$ cat src/rtl/fsm_state_tracker.sv
// fsm_state_tracker: ring-FSM step checker with position/lap counters and a timestamped event FIFO
// Define FSM_STATE_TRACKER_ERR_EVT_EN to also queue kind-11 events on illegal transitions.
package my_package_pkg;
    typedef enum logic [2:0] {
        FSM_ST0, FSM_ST1, FSM_ST2, FSM_ST3, FSM_ST4, FSM_ST5, FSM_ST6, FSM_ST7
    } FSM_States_t;
endpackage

module fsm_state_tracker #(
    parameter int POS_W = 16,
    parameter int LAP_W = 8,
    parameter int TS_W  = 12,
    parameter int DEPTH = 4
) (
    input  logic                        c,
    input  logic                        rst,
    input  my_package_pkg::FSM_States_t state_in,
    output logic signed [POS_W-1:0]     position,
    output logic signed [LAP_W-1:0]     laps,
    output logic                        err,
    output logic [7:0]                  err_cnt,
    fsm_state_tracker_if.master         evt,
    output logic                        ovf
);
    localparam int AW = $clog2(DEPTH);
    logic [TS_W-1:0] ts;
    logic [2:0]      prev_q, delta;
    logic            primed, fwd, bwd, ill, lap_f, lap_b, push, pop, full, wr;
    logic [1:0]      kind;
    logic [AW:0]     wp, rp;
    logic [TS_W+1:0] mem [DEPTH];

    always_comb begin
        delta = state_in - prev_q;
        fwd   = primed && delta == 3'd1;
        bwd   = primed && delta == 3'd7;
        ill   = primed && !fwd && !bwd;
        lap_f = fwd && prev_q == 3'd7;
        lap_b = bwd && prev_q == 3'd0;
`ifdef FSM_STATE_TRACKER_ERR_EVT_EN
        push  = lap_f || lap_b || ill;
        kind  = ill ? 2'b11 : lap_f ? 2'b01 : 2'b10;
`else
        push  = lap_f || lap_b;
        kind  = lap_f ? 2'b01 : 2'b10;
`endif
        full  = (wp - rp) == (AW+1)'(DEPTH);
        pop   = evt.evt_valid && evt.evt_ready;
        // a pop in the same cycle frees the slot a full-FIFO push needs
        wr    = push && (!full || pop);
    end

    assign evt.evt_valid = wp != rp;
    assign evt.evt_data  = mem[rp[AW-1:0]];

    always_ff @(posedge c) begin
        if (rst) begin
            ts       <= '0;
            prev_q   <= '0;
            primed   <= 1'b0;
            position <= '0;
            laps     <= '0;
            err      <= 1'b0;
            err_cnt  <= '0;
            ovf      <= 1'b0;
            wp       <= '0;
            rp       <= '0;
        end else begin
            ts     <= ts + TS_W'(1);
            prev_q <= state_in;
            primed <= 1'b1;
            if (fwd) position <= position + POS_W'(1);
            if (bwd) position <= position - POS_W'(1);
            if (lap_f) laps <= laps + LAP_W'(1);
            if (lap_b) laps <= laps - LAP_W'(1);
            if (ill) err <= 1'b1;
            if (ill && err_cnt != 8'hff) err_cnt <= err_cnt + 8'd1;
            if (wr) wp <= wp + (AW+1)'(1);
            if (pop) rp <= rp + (AW+1)'(1);
            if (push && !wr) ovf <= 1'b1;
        end
    end

    always_ff @(posedge c) begin
        if (!rst && wr) mem[wp[AW-1:0]] <= {kind, ts};
    end
endmodule
$ cat src/rtl/fsm_state_tracker_if.sv
// fsm_state_tracker_if: lap/error event stream, {kind[1:0], ts} under valid/ready
interface fsm_state_tracker_if #(parameter int TS_W = 12);
    logic            evt_valid;
    logic            evt_ready;
    logic [TS_W+1:0] evt_data;
    modport master (output evt_valid, evt_data, input evt_ready);
    modport slave  (input evt_valid, evt_data, output evt_ready);
endinterface

$ cat src/flat_wrapper.sv
// flat-port wrapper written by rule: the top's interface ports become plain ports
module fsm_state_tracker_flat 
#(
    parameter int POS_W = 16,
    parameter int LAP_W = 8,
    parameter int TS_W  = 12,
    parameter int DEPTH = 4
)
  (c, rst, state_in, position, laps, err, err_cnt, ovf, evt_evt_valid, evt_evt_data, evt_evt_ready);
  fsm_state_tracker_if #(.TS_W(TS_W)) evt_i ();
  input  logic c;
  input  logic rst;
  input  my_package_pkg::FSM_States_t state_in;
  output logic signed [POS_W-1:0] position;
  output logic signed [LAP_W-1:0] laps;
  output logic err;
  output logic [7:0] err_cnt;
  output logic ovf;
  output wire logic [$bits(evt_i.evt_valid)-1:0] evt_evt_valid;
  output wire logic [$bits(evt_i.evt_data)-1:0] evt_evt_data;
  input wire logic [$bits(evt_i.evt_ready)-1:0] evt_evt_ready;
  assign evt_evt_valid = evt_i.evt_valid;
  assign evt_evt_data = evt_i.evt_data;
  assign evt_i.evt_ready = evt_evt_ready;
  fsm_state_tracker #(.POS_W(POS_W), .LAP_W(LAP_W), .TS_W(TS_W), .DEPTH(DEPTH)) u_core (.c(c), .rst(rst), .state_in(state_in), .position(position), .laps(laps), .err(err), .err_cnt(err_cnt), .evt(evt_i), .ovf(ovf));
endmodule
$ cat config.mk
export PLATFORM = sky130hd
export DESIGN_NAME = fsm_state_tracker_flat
export DESIGN_NICKNAME = d
export VERILOG_FILES = /design/src/rtl/fsm_state_tracker.sv /design/src/rtl/fsm_state_tracker_if.sv /design/src/flat_wrapper.sv
export SDC_FILE = /design/constraint.sdc
export NUM_CORES = 1
export LEC_CHECK = 0
export ABC_AREA = 1
export BUFFER_PORTS_ARGS = -buffer_cell sky130_fd_sc_hd__buf_2
export CAP_MARGIN = 0
export CORE_MARGIN = 10
export CORE_UTILIZATION = 35
export CTS_CLUSTER_SIZE = 20
export DETAILED_ROUTE_END_ITERATION = 10
export PLACE_DENSITY = 0.66
export SYNTH_ARGS = -nofsm -noshare
export SYNTH_HDL_FRONTEND = slang
export SYNTH_SLANG_ARGS = --single-unit
$ cat constraint.sdc
create_clock -name c -period 2.8 [get_ports c]
set_input_delay 0.42 -clock c [delete_from_list [all_inputs] [get_ports c]]
set_output_delay 0.42 -clock c [all_outputs]
set_load 0.1 [all_outputs]
==> results_dict.tcl <==
set metrics [dict create \
    cts_tree "done" \
    clk_pin_slew_worst_paths_ns 0.06 \
    skew_ns 0.00627 \
    grt_pass1_wl_mm 21.8 \
    yosysTopAreaCellShare_pct 29.7 \
    finalWeightedCongestion 0.852 \
    detail_route.drc_violations 0 \
    crit_arrival_ns 3.10 \
    p_seq_share_pct 33.2 \
    flow.area_growth_from_synthesis_pct 38.2 \
    post_synth_most_frequent_cells "sky130_fd_sc_hd__nand2_1, sky130_fd_sc_hd__nor2_1, sky130_fd_sc_hd__inv_1, sky130_fd_sc_hd__o21ai_0, sky130_fd_sc_hd__dfxtp_1" \
    outcome "completed" \
    grt_setup_unrepaired "true" \
    layout-drive-gt1-share_pct 34.4 \
    synth.cell_area_um2 5660 \
    cts_num_sinks 114 \
    combinationalPowerShare_pct 27.8 \
    finalHoldWorstSlack_ns 0.247 \
    initial_utilization_pct 35.7 \
    timing_worst_setup_path_type "flop to flop" \
    critical-path-max-stage-delay_ns 0.54 \
    post-synth-top-count-cell "sky130_fd_sc_hd__nand2_1" \
    floorplan.core_area_um2 15900 \
    vdd_ir_drop_max_uv 491 \
    asyncSetResetFlopFracSynth_pct 0 \
    htreeDepth 4 \
    detailed_place.area_um2 6660 \
    timing_hold_violations_final 0 \
    setup_ws_ns 0.0170 \
    crit_path_launch_type "flop" \
    synth_seq_area_share_pct 50.2 \
    clock_power_share_pct 39.0 \
    timing.critical_path.fanout_max 8 \
    period_minus_slack_ns 2.78 \
    dieArea_um2 21700 \
    worst_path_most_repeated_cell "sky130_fd_sc_hd__nand2_1" \
    dieWidth_um 147 \
    synth-seq-cells 114 \
    worst_setup_slack_post_dpl_ns -0.472 \
    final_min_period_over_clock_period_pct 99.4 \
    critical_path.endpoint_type "flop" \
    fin_nets 797 \
    max_slew_margin_pct 66.5 \
    cts.hold.buffers_added 0 \
    synth.net_count 678 \
    detail_route.wirelength_mm 13.7 \
    power.static_leakage_nw 3.28 \
    clk_path_buf_depth 2 \
    n_antenna_cell 0 \
    globalRouteOverflowTotal 0 \
    gr-usage-all-layers_pct 12.3 \
    post_layout_inst_area_um2 7830 \
    pwr_density_cell_nw_per_um2 718 \
    timing.hold.worst.class "primary input to flop" \
    dominantRegCellSynth "sky130_fd_sc_hd__dfxtp_1" \
    synth_edf_count 56 \
    clock_insertion_delay_worst_skew_ns 0.42 \
    chipHeight_um 147 \
    pin_count 55 \
    route.vias.total 4701 \
    fillerInstances 1492 \
    mean_area_per_synthesized_cell_um2 8.86 \
    dp_hpwl_mm 9.07 \
    netlist_top_cells_area "sky130_fd_sc_hd__edfxtp_1, sky130_fd_sc_hd__dfxtp_1, sky130_fd_sc_hd__ha_1" \
    clock-root-buffer "sky130_fd_sc_hd__clkbuf_16" \
    avgRoutedWirePerCell_um 13.9 \
    critical_path_required_ns 3.11 \
    setup.reg_to_reg.worst_slack_ns 0.02 \
    synth_area_leader_cell "sky130_fd_sc_hd__edfxtp_1" \
    synthesis.instances 639 \
    cts_made_buffers 17 \
    net-switching-power_w 0.00202 \
    slew_violations 0 \
    place.port_buffers 54 \
    hold_depth 3 \
    crit_slowest_cell "sky130_fd_sc_hd__fa_2" \
    critical_path_cell_list "ha_4 > inv_2 > fa_2 > inv_2 > nor2_4 > nand3_4 > clkinvlp_4 > clkbuf_16 > ha_4 > nand2_1 > inv_1 > nand2_2 > nand2_1 > a21oi_2 > nand2_1 > nand2_2 > nand3_2 > nand2_1 > nor2_1" \
    yosys_warnings 0 \
    drt.antenna.violating_nets 0 \
    report.final.setup_viol 0 \
    count_of_tritonroute_iterations_in_the_first_routing_pass 4 \
    cellInternalPower_w 0.00360 \
    swShare_pct 36.0 \
    grt_max_degree 29 \
    grt_antenna_before_repair 0 \
    timing.reg2reg.worst_path_depth 19 \
    post_synth_num_cell_types 41 \
    dr.first_iter.drc_count 244 \
    fmax_mhz 359 \
    vias_per_cell 4.76 \
    layout.core_utilization_pct 49.3 \
    first_global_vias 4544 \
    worst-slew-pin-transition_ns 0.506 \
    drv.max_cap_violation_count 0 \
    rows 46 \
]
-- layout by cell type (no fill, tap or decap), drive strengths merged, types with 8 or more instances in the layout --
cell,instances
inv,69
edfxtp,56
o22ai,14
dfxtp,58
ha,30
xnor2,15
clkbuf,20
o21ai,61
nand3,42
nor2,82
nand2,106
nand4,8
a21oi,49
buf,116
-- routing by layer --
layer	track usage [%]	part of all wire, %	vias to the layer above
met1	14.4	45	2199
li1	-	-	2405
met5	0	0	-
met2	20.6	49	82
met3	4.24	4.8	15
met4	4.16	1.3	0
-- flip-flops by register name, summed over array words and instances (netlist names), named ones only --
| register | cells |
|---|---|
| u_core.ovf | 1 |
| u_core.mem | 56 |
| u_core.position | 16 |
| u_core.prev_q | 3 |
| u_core.wp | 3 |
| u_core.laps | 8 |
| u_core.ts | 12 |
| u_core.rp | 3 |
| u_core.primed | 1 |
| u_core.err_cnt | 8 |
| u_core.err | 1 |
-- worst paths after layout --
path	start	endpoint
setup / recovery	u_core.prev_q[0]	u_core.position[15]
hold / removal	state_in[2]	u_core.prev_q[2]
setup reg to reg	u_core.prev_q[0]	u_core.position[15]
hold reg to reg	u_core.ovf	u_core.ovf
-- repair_timing --
| action | in CTS | in global routing |
|---|---|---|
| gates cloned | 0 | 1 |
| gates resized for setup | 10 | 85 |
| setup buffers | 2 | 4 |
| pin swaps | 2 | 25 |
| endpoints found under the setup margin | 15 | 29 |
-- power groups by stage --
stage	registers (W)	clock network, W	logic [W]
floorplan	0.00209	0	0.000969
global placement	0.00189	0	0.00146
detailed placement	0.00189	0	0.00148
CTS	0.00185	0.00224	0.00149
global route	0.00187	0.00232	0.00167
finish	0.00187	0.00219	0.00156
-- cell families after synthesis --
family,Yosys count,synth area share [%]
compound gates,134,12.7
simple gates,250,19.9
fa+ha+maj,33,7.69
flops,114,50.2
buf+inv,87,6.36
xor+xnor,21,3.25
-- critical path: cells and delay by family, from the launching register on --
| family | cells | cell delay [ns] |
|---|---|---|
| buffers and inverters | 5 | 0.46 |
| adder cells (fa/ha/maj) | 3 | 0.89 |
| AO/OA/AOI/OAI | 1 | 0.19 |
| flip-flops | 1 | 0.35 |
| AND/OR/NAND/NOR | 10 | 0.78 |
-- layout make-up --
| type | count | area (µm²) | area share, % |
|---|---|---|---|
| clock buffer | 19 | 443 | 5.66 |
| clock inverter | 13 | 161 | 2.06 |
| inverter | 70 | 270 | 3.45 |
| multi-input combinational | 438 | 3000 | 38.3 |
| sequential | 114 | 2840 | 36.3 |
| tap | 216 | 270 | 3.45 |
| timing repair buffer | 117 | 838 | 10.7 |
-- through the flow --
| step | instances | TNS [ns] | power [W] |
|---|---|---|---|
| after floorplan | 639 | -0.410 | 0.00306 |
| after global placement | 948 | -5.55 | 0.00335 |
| final | 987 | 0 | 0.00562 |
| after detailed placement | 948 | -8.20 | 0.00336 |
| after CTS | 982 | 0 | 0.00558 |
| after global routing | 987 | -0.693 | 0.00586 |
No activity file was read; power rests on OpenSTA's default activity.
